<file path="config.mk">
export PLATFORM = sky130hd
export DESIGN_NAME = uart_rx
export DESIGN_NICKNAME = d
export VERILOG_FILES = /design/src/rtl/uart_rx.sv
export SDC_FILE = /design/constraint.sdc
export NUM_CORES = 1
export LEC_CHECK = 0
export ABC_CLOCK_PERIOD_IN_PS = 4550
export CAP_MARGIN = 20
export CORE_UTILIZATION = 60
export DETAILED_ROUTE_END_ITERATION = 10
export HOLD_SLACK_MARGIN = 0.03
export PLACE_DENSITY_LB_ADDON = 0.08
export SLEW_MARGIN = 15
export SYNTH_ARGS = -nofsm -noshare
export SYNTH_HDL_FRONTEND = slang
export SYNTH_SLANG_ARGS = --single-unit
</file>
<file path="constraint.sdc">
create_clock -name clk -period 4.55 [get_ports clk]
set_input_delay 0.455 -clock clk [delete_from_list [all_inputs] [get_ports clk]]
set_output_delay 0.455 -clock clk [all_outputs]
set_load 0.05 [all_outputs]
</file>
<file path="src/rtl/uart_rx.sv">
// UART receiver: 2-flop synchronised rx, mid-bit sampling, LSB-first data,
// optional parity, 1..2 checked stop bits, one-cycle rxv strobe with status.
module uart_rx #(
  parameter int DATA_WIDTH = 8,
  parameter int STOP_BITS  = 1,
  parameter int PARITY     = 1,
  parameter int EVEN       = 1,
  parameter int PRESCALER  = 15
) (
  input  logic                  clk,
  input  logic                  rst,
  input  logic                  rx,
  output logic [DATA_WIDTH-1:0] rxd,
  output logic                  rxv,
  output logic                  parity_err,
  output logic                  frame_err,
  output logic                  active
);

  localparam int CW = $clog2(PRESCALER);
  localparam int IW = $clog2(DATA_WIDTH + 1);

  localparam logic [CW-1:0] MID     = CW'(PRESCALER / 2 - 1);
  localparam logic [CW-1:0] LAST    = CW'(PRESCALER - 1);
  localparam logic [IW-1:0] DLAST   = IW'(DATA_WIDTH - 1);
  localparam logic [IW-1:0] SLAST   = IW'(STOP_BITS - 1);
  localparam logic          PAR_INV = (EVEN == 0);

  typedef enum logic [2:0] {
    IDLE,
    START,
    DATA,
    PAR,
    STOP
  } state_t;

  state_t                  state;
  logic                    rx_m;
  logic                    rx_s;
  logic                    rx_s_d;
  logic [CW-1:0]           ctr;
  logic [IW-1:0]           idx;
  logic [DATA_WIDTH-1:0]   shreg;
  logic [DATA_WIDTH-1:0]   shreg_next;
  logic                    perr;
  logic                    ferr;
  logic                    fall;
  logic                    tick;

  always_ff @(posedge clk or posedge rst) begin
    if (rst) begin
      rx_m   <= 1'b1;
      rx_s   <= 1'b1;
      rx_s_d <= 1'b1;
    end else begin
      rx_m   <= rx;
      rx_s   <= rx_m;
      rx_s_d <= rx_s;
    end
  end

  assign fall = rx_s_d & ~rx_s;
  assign tick = (ctr == LAST);

  // Shift form avoids a zero-width slice when DATA_WIDTH is 1.
  assign shreg_next = (shreg >> 1) | (DATA_WIDTH'(rx_s) << (DATA_WIDTH - 1));

  always_ff @(posedge clk or posedge rst) begin
    if (rst) begin
      state      <= IDLE;
      ctr        <= '0;
      idx        <= '0;
      shreg      <= '0;
      perr       <= 1'b0;
      ferr       <= 1'b0;
      rxd        <= '0;
      rxv        <= 1'b0;
      parity_err <= 1'b0;
      frame_err  <= 1'b0;
    end else begin
      rxv <= 1'b0;
      case (state)
        IDLE: begin
          ctr <= '0;
          if (fall) begin
            state <= START;
            idx   <= '0;
            perr  <= 1'b0;
            ferr  <= 1'b0;
          end
        end
        START: begin
          if (ctr == MID) begin
            ctr   <= '0;
            state <= rx_s ? IDLE : DATA;
          end else begin
            ctr <= ctr + 1'b1;
          end
        end
        DATA: begin
          if (tick) begin
            ctr   <= '0;
            shreg <= shreg_next;
            if (idx == DLAST) begin
              idx   <= '0;
              state <= (PARITY != 0) ? PAR : STOP;
            end else begin
              idx <= idx + 1'b1;
            end
          end else begin
            ctr <= ctr + 1'b1;
          end
        end
        PAR: begin
          if (tick) begin
            ctr   <= '0;
            perr  <= rx_s ^ (^shreg) ^ PAR_INV;
            state <= STOP;
          end else begin
            ctr <= ctr + 1'b1;
          end
        end
        STOP: begin
          if (tick) begin
            ctr <= '0;
            if (idx == SLAST) begin
              // Leave on the final stop sample so a following start edge is not missed.
              idx        <= '0;
              state      <= IDLE;
              rxv        <= 1'b1;
              rxd        <= shreg;
              parity_err <= perr;
              frame_err  <= ferr | ~rx_s;
            end else begin
              idx  <= idx + 1'b1;
              ferr <= ferr | ~rx_s;
            end
          end else begin
            ctr <= ctr + 1'b1;
          end
        end
        default: begin
          state <= IDLE;
          ctr   <= '0;
        end
      endcase
    end
  end

  assign active = (state != IDLE) | rxv;

endmodule

</file>
# Word-level counts from Yosys, hierarchy flattened
# Cells that the tools add are included.
# classes
addsub	2
n_eq_ne	15
n_mux	27
bitwise_logic	6
reduce_logical	14
# ops
operator	n
$mux W4	7
$mux W3	7
$ne A2 B2 Y1 const B	8
$pmux W3 S5	1
$pmux W4 S3	1
$add A4 B1 Y4 const B	2
$eq A4 B3 Y1 const B	2
$or A7 B8 Y8	1
$pmux W4 S2	1
$reduce_and A4 Y1	2
$reduce_xor A8 Y1	1
$mux W1	7
$reduce_and A7 Y1	1
$eq A3 B2 Y1 const B	2
$reduce_and A3 Y1	2
$reduce_bool A3 Y1	2
$eq A4 B4 Y1 const B	1
$logic_not A4 Y1	1
$pmux W1 S2	2
$reduce_bool A2 Y1	2
$eq A3 B1 Y1 const B	1
$eq A3 B3 Y1 const B	1
$logic_not A3 Y1	1
$reduce_or A3 Y1	1
other kinds (6)	7
# word_totals
register_bits	35
input_bits	3
output_inout_bits	12
wordCells	77

# Depth between registers and ports, before layout
# Gate-level depths: netlist of run 1.
# logic_depth
word_depth	5
ltp_mapped	7
depth_no_buf	7

# Least setup slack after synthesis of run 1
# OpenSTA, ideal clock, no wires.
# synth_timing
path_type	register to output
startpoint	register state[0]
endpoint	output active
arrival_time_ns	1.431
required_time_ns	4.095
path_slack_ns	2.664
path_stages_with_launch	4
n_path_buf	2
path_cell_list	dfrtp_1 -> buf_2 -> clkbuf_1 -> or4_1
# synth_between
elab_chain_cells	2
# synth_lines
item	line	rtl
from (decl)	37	state_t state;
from (signal assigned)	95	state <= rx_s ? IDLE : DATA;
from (signal assigned)	106	state <= (PARITY != 0) ? PAR : STOP;
$reduce_bool A3 Y1	150	assign active = (state != IDLE) | rxv;
$or A1 B1 Y1	150	
to (decl)	17	output logic active
# No other way between the ends.

# Final worst setup path of run 1
# Ends and elaborated chain as after synthesis.

==> flow_metrics.env, run 1 <==
export IMPL_outcome="completed"
export IMPL_die_h_um=55.0
export IMPL_synth_seq_cells=35
export IMPL_rsz0062_at_grt="no"
export IMPL_layout_drive_gt1_share=0.159
export IMPL_synth_cell_types=41
export IMPL_synth_largest_area_cell="dfrtp_1"
export IMPL_period_needed_ps=2660
export IMPL_yosysWarnings=0
export IMPL_vias=1135
export IMPL_reg2regPathDepth=5
export IMPL_grt_max_degree=35
export IMPL_clk_pin_slew_ps=100
export IMPL_tightestPinTransition_ps=575
export IMPL_fin_area_um2=1900
export IMPL_syn_nets=165
export IMPL_clockBufferDepth=2
export IMPL_ys_top_cells_by_area="dfrtp_1 48%, nand2_1 6.7%, mux2_2 5.4%"
export IMPL_grt_overflow_total=0
export IMPL_hold_buffers=0
export IMPL_r2r_start="idx[0]"
export IMPL_cts_htree_levels=2
export IMPL_hold_viol_final=0
export IMPL_crit_arrival_ps=2210
export IMPL_antenna_found_initial=0
export IMPL_grt_use_total=0.220
export IMPL_crit_type="register to output pin"
export IMPL_routed_wl_mm=2.65
export IMPL_r2r_end="rxd[4]"
export IMPL_clockRootBuffer="clkbuf_4"
export IMPL_synth_top_area_frac=0.476
export IMPL_synthCells=158
export IMPL_critPathCapture="active"
export IMPL_power_per_cell_area_nw_per_um2=415
export IMPL_fillerInstances=190
export IMPL_cap_violations=0
export IMPL_setup_worst_path_start="state[0]"
export IMPL_die_w_um=55.0
export IMPL_clock_fmax_ghz=0.375
export IMPL_crit_fanout=17
export IMPL_ioPinCount=15
export IMPL_period_share=0.585
export IMPL_place_congestion=0.789
export IMPL_syn_cell_area_um2=1680
export IMPL_core_area_um2=2570
export IMPL_cts_sinks=35
export IMPL_min_path_type="register to register"
export IMPL_drt_iter0_drc=15
export IMPL_std_cell_rows=18
export IMPL_drcViolationCount=0
export IMPL_final_nets=182
export IMPL_cts_buffers=5
export IMPL_report_final_setup_viol=0
export IMPL_p_leak_nw=0.862
export IMPL_cts_setup_buffers=0
export IMPL_io_buffers=14
export IMPL_antenna_left=0
export IMPL_dpl_hpwl_mm=1.85
export IMPL_total_power_mw=0.787
export IMPL_skew_ps=8.35
export IMPL_antenna_cells=0
export IMPL_tritoncts="done"
export IMPL_cts_resized=0
export IMPL_setup_tns_ps=0
export IMPL_synth_area_per_cell_um2=10.7
export IMPL_slew_viol_final=0
export IMPL_clk_latency_ps=330
export IMPL_grt_pass1_wl_mm=4.41
export IMPL_worst_r2r_setup_slack_ps=2350
export IMPL_first_global_vias=1016
export IMPL_wire_per_inst_um=12.9
export IMPL_worst_setup_path_end_kind="output pin"
export IMPL_crit_path_start_kind="register"
export IMPL_synth_seq_area_share=0.523
export IMPL_viasPerCell=5.51
export IMPL_postPlaceCellArea_um2=1840
export IMPL_firstDrtPassIters=4
export IMPL_area_growth_pct=12.8
export IMPL_start_util=0.655
export IMPL_peakVddDrop_mv=0.335
export IMPL_crit_required_ps=4090
export IMPL_die_area_um2=3020
export IMPL_relSlewSlack=0.615
-- stage by stage --
step | util | setup slack (ps) | hold WS [ps] | cells
after CTS | 0.739 | 1860 | 367 | 206
final | 0.739 | 1890 | 366 | 206
after detailed placement | 0.718 | 2260 | 352 | 198
after floorplan | - | 2660 | 345 | 158
after global placement | 0.718 | 2270 | 349 | 198
after global routing | 0.739 | 1770 | 372 | 206
-- routing by layer --
layer	track usage	wire length, µm	up-vias
met1	0.299	1320	520
met2	0.307	1190	30
li1	-	-	583
met3	0.101	124	2
met4	0.0792	15	0
met5	0	0	-
-- state kept, by name, summed over array words and instances (netlist names), 3 cells and up --
| register | count |
|---|---|
| state | 3 |
| idx | 4 |
| ctr | 4 |
| rxd | 8 |
| shreg | 8 |
-- power by group --
group	leakage [nW]	total, mW	switching [mW]	internal [mW]
Clock	0.0282	0.161	0.101	0.0596
Combinational	0.379	0.204	0.0967	0.107
Sequential	0.454	0.423	0.0615	0.361
-- cell type report --
type | instances | area, µm² | share of cell area
Sequential cell | 35 | 880 | 0.463
Multi-Input combinational cell | 113 | 761 | 0.401
Timing Repair Buffer | 15 | 148 | 0.0778
Clock buffer | 6 | 41.3 | 0.0218
Tap cell | 30 | 37.5 | 0.0198
Inverter | 5 | 18.8 | 0.00989
Clock inverter | 2 | 12.5 | 0.00659
-- worst max-delay path: stages, from the launching register on --
cell and delay (ps):
dfrtp_1 600, or4_1 560, clkdlybuf4s50_1 720
-- how the worst min path moves through the flow --
stage | startpoint | to | slack [ps] | cells after the start
3_5_place_dp | rx_m | rx_s | 350 | 0
6_report | rx_m | rx_s | 370 | 0
2_1_floorplan | rx_m | rx_s | 350 | 0
5_1_grt | rx_m | rx_s | 370 | 0
3_3_place_gp | rx_m | rx_s | 350 | 0
4_1_cts | rx_m | rx_s | 370 | 0
-- synth_stat cells, drive strengths merged --
| cell | count |
|---|---|
| a211oi | 1 |
| dfrtp | 32 |
| a32o | 1 |
| xor2 | 2 |
| nor4 | 1 |
| nand4 | 1 |
| clkbuf | 1 |
| buf | 4 |
| o41ai | 1 |
| nand2b | 4 |
| mux2 | 10 |
| o31ai | 1 |
| nor2b | 2 |
| xnor2 | 8 |
| inv | 5 |
| and3 | 1 |
| o21ai | 11 |
| nor2 | 8 |
| nand3 | 5 |
| a31o | 1 |
| a21o | 2 |
| nand3b | 2 |
| ha | 4 |
| a21oi | 4 |
| nor3b | 4 |
| or4 | 1 |
| a31oi | 2 |
| nand2 | 30 |
| dfstp | 3 |
| a22o | 1 |
| nor4b | 1 |
| o21a | 1 |
| nor3 | 3 |
-- kinds of logic after synthesis --
group,count (synthesis),share of synthesized area
AND/OR/NAND/NOR,63,0.202
flip-flops,35,0.523
AO/OA/AOI/OAI,26,0.0989
XOR/XNOR,10,0.0520
buffers and inverters,10,0.0253
multiplexers,10,0.0691
adder cells (fa/ha/maj),4,0.0297
-- layout by cell type (no fill, tap or decap), types with 2 or more instances in the layout --
cell,instances
nor3b_1,3
o21ai_0,5
dfrtp_1,32
nand3b_1,2
nand2b_1,3
inv_1,4
xnor2_1,8
mux2_2,8
nand2_1,30
dfstp_2,3
nor3_4,2
a21oi_1,4
xor2_1,2
a31oi_1,2
a21o_1,2
clkbuf_4,5
nor2_1,8
o21ai_1,6
nor2b_1,2
clkdlybuf4s50_1,14
ha_1,4
nand3_1,4
No activity file was read; power rests on OpenSTA's default activity.
==> inputs of run 2 (changes only) <==
--- a/config.mk
+++ b/config.mk
@@ -5,9 +5,9 @@
 export SDC_FILE = /design/constraint.sdc
 export NUM_CORES = 1
 export LEC_CHECK = 0
-export ABC_CLOCK_PERIOD_IN_PS = 4550
+export ABC_CLOCK_PERIOD_IN_PS = 2400
 export CAP_MARGIN = 20
-export CORE_UTILIZATION = 60
+export CORE_UTILIZATION = 51
 export DETAILED_ROUTE_END_ITERATION = 10
 export HOLD_SLACK_MARGIN = 0.03
 export PLACE_DENSITY_LB_ADDON = 0.08
==> constraint.sdc (replaced) <==
create_clock -name clk -period 2.4 [get_ports clk]
set_input_delay 0.24 -clock clk [delete_from_list [all_inputs] [get_ports clk]]
set_output_delay 0.24 -clock clk [all_outputs]
set_load 0.05 [all_outputs]
==> flow_metrics.env, run 2 (synthesized netlist as in run 1, its figures left out) <==
export IMPL_cts_htree_levels=2
export IMPL_ioPinCount=15
export IMPL_path_buf_inv=1
export IMPL_area_growth_pct=15.4
export IMPL_fillerInstances=281
export IMPL_clk_latency_ps=330
export IMPL_min_path_type="input port to asynchronous set/reset pin"
export IMPL_layout_drive_gt1_share=0.172
export IMPL_drt_iter0_drc=84
export IMPL_slew_viol_final=0
export IMPL_skew_ps=12.2
export IMPL_grt_max_degree=36
export IMPL_slowest_stage="clkdlybuf4s50_1"
export IMPL_die_h_um=59.4
export IMPL_dp_cells=216
export IMPL_critPathMaxStageDelay_ps=710
export IMPL_crit_required_ps=2160
export IMPL_std_cell_rows=20
export IMPL_crit_path_start_kind="register"
export IMPL_tritoncts="done"
export IMPL_antenna_found_initial=0
export IMPL_grt_pass1_wl_mm=5.07
export IMPL_critPathCapture="active"
export IMPL_clk_pin_slew_ps=110
export IMPL_crit_type="register to output pin"
export IMPL_clock_fmax_ghz=0.456
export IMPL_finalCoreUtilization=0.626
export IMPL_hold_buffers=0
export IMPL_io_buffers=14
export IMPL_firstDrtPassIters=4
export IMPL_die_area_um2=3530
export IMPL_p_leak_nw=0.882
export IMPL_peakVddDrop_mv=0.425
export IMPL_viasPerCell=5.20
export IMPL_tightestPinTransition_ps=495
export IMPL_report_final_setup_viol=0
export IMPL_period_needed_ps=2190
export IMPL_rsz0062_at_grt="no"
export IMPL_worst_setup_path_end_kind="output pin"
export IMPL_place_congestion=0.827
export IMPL_crit_fanout=2
export IMPL_die_w_um=59.4
export IMPL_period_share=0.914
export IMPL_layout_cells_non_filler=224
export IMPL_path_delay_family="buffers and inverters"
export IMPL_wire_per_inst_um=12.5
export IMPL_layout_common_cells="32 x dfrtp_1, 30 x nand2_1, 14 x clkdlybuf4s50_1"
export IMPL_worst_r2r_setup_slack_ps=460
export IMPL_clockBufferDepth=2
export IMPL_start_util=0.542
export IMPL_final_common_cell="dfrtp_1"
export IMPL_cts_resized=0
export IMPL_grt_overflow_total=0
export IMPL_grt_use_total=0.199
export IMPL_r2r_start="ctr[0]"
export IMPL_cts_sinks=35
export IMPL_cts_buffers=5
export IMPL_critical_path_cell_chain="or4_1 -> clkdlybuf4s50_1"
export IMPL_first_global_vias=1130
export IMPL_multi_input_area_um2=761
export IMPL_cap_violations=0
export IMPL_final_nets=186
export IMPL_seqCellArea_um2=880
export IMPL_routed_wl_mm=2.79
export IMPL_outcome="completed"
export IMPL_reg2regPathDepth=7
export IMPL_drcViolationCount=0
export IMPL_antenna_left=0
export IMPL_path_depth=2
export IMPL_reg_top3="rxd (8), shreg (8)"
export IMPL_cts_setup_buffers=0
export IMPL_power_per_cell_area_nw_per_um2=770
export IMPL_crit_arrival_ps=1950
export IMPL_r2r_end="idx[3]"
export IMPL_antenna_cells=0
export IMPL_hold_viol_final=0
export IMPL_relSlewSlack=0.669
export IMPL_setup_tns_ps=0
export IMPL_dpl_hpwl_mm=2.00
export IMPL_vias=1164
export IMPL_setup_worst_path_start="state[2]"
export IMPL_total_power_mw=1.49
export IMPL_core_area_um2=3100
export IMPL_clockRootBuffer="clkbuf_4"
## run 2: cell types whose count changed in the layout (fill, tap and decap cells not counted)
cell	delta
clkbuf_1	+1
buf_4	+4
clkinvlp_4	-1
## run 2: through the flow
step / hold WS (ps) / setup WS (ps) / instance area [µm²]
after global routing: 289 / 130 / 1940
after detailed placement: 349 / 486 / 1890
after floorplan: 244 / 601 / 1680
after global placement: 351 / 534 / 1890
final: 286 / 207 / 1940
after CTS: 290 / 178 / 1940
## run 2: power by group
group,internal [mW],switching (mW)
clock,0.114,0.183
combinational,0.209,0.208
sequential,0.685,0.0946
## run 2: worst register-to-register path: cells and delay by family, from the launching register on
kind / cells / cell delay, ps
and+or+nand+nor: 2 / 540
DFF: 1 / 420
muxes: 1 / 330
AOI/OAI and AO/OA: 2 / 270
adders and majority gates: 1 / 210
buffers and inverters: 1 / 70
## run 2: layer usage
metal  track usage  wire length (µm)  vias up
li1              -                 -      585
met2         0.305              1320       12
met4        0.0816                29        0
met3        0.0590                67        4
met5             0                 0        -
met1         0.263              1380      563
## run 2: cell type report
cell class                      count  share of cell area
Clock inverter                      1             0.00258
Clock buffer                        7              0.0232
Timing Repair Buffer               19              0.0915
Multi-Input combinational cell    113               0.392
Inverter                            5             0.00966
Sequential cell                    35               0.453
Tap cell                           44              0.0284
## run 2: worst min path at each step
stage               from       end  slack [ps]  depth (start not counted)
finish               rst  state[1]         290                          3
global route          rx      rx_m         290                          1
CTS                  rst  state[1]         290                          3
detailed placement  rx_m      rx_s         350                          0
global placement    rx_m      rx_s         350                          0
floorplan             rx      rx_m         240                          0
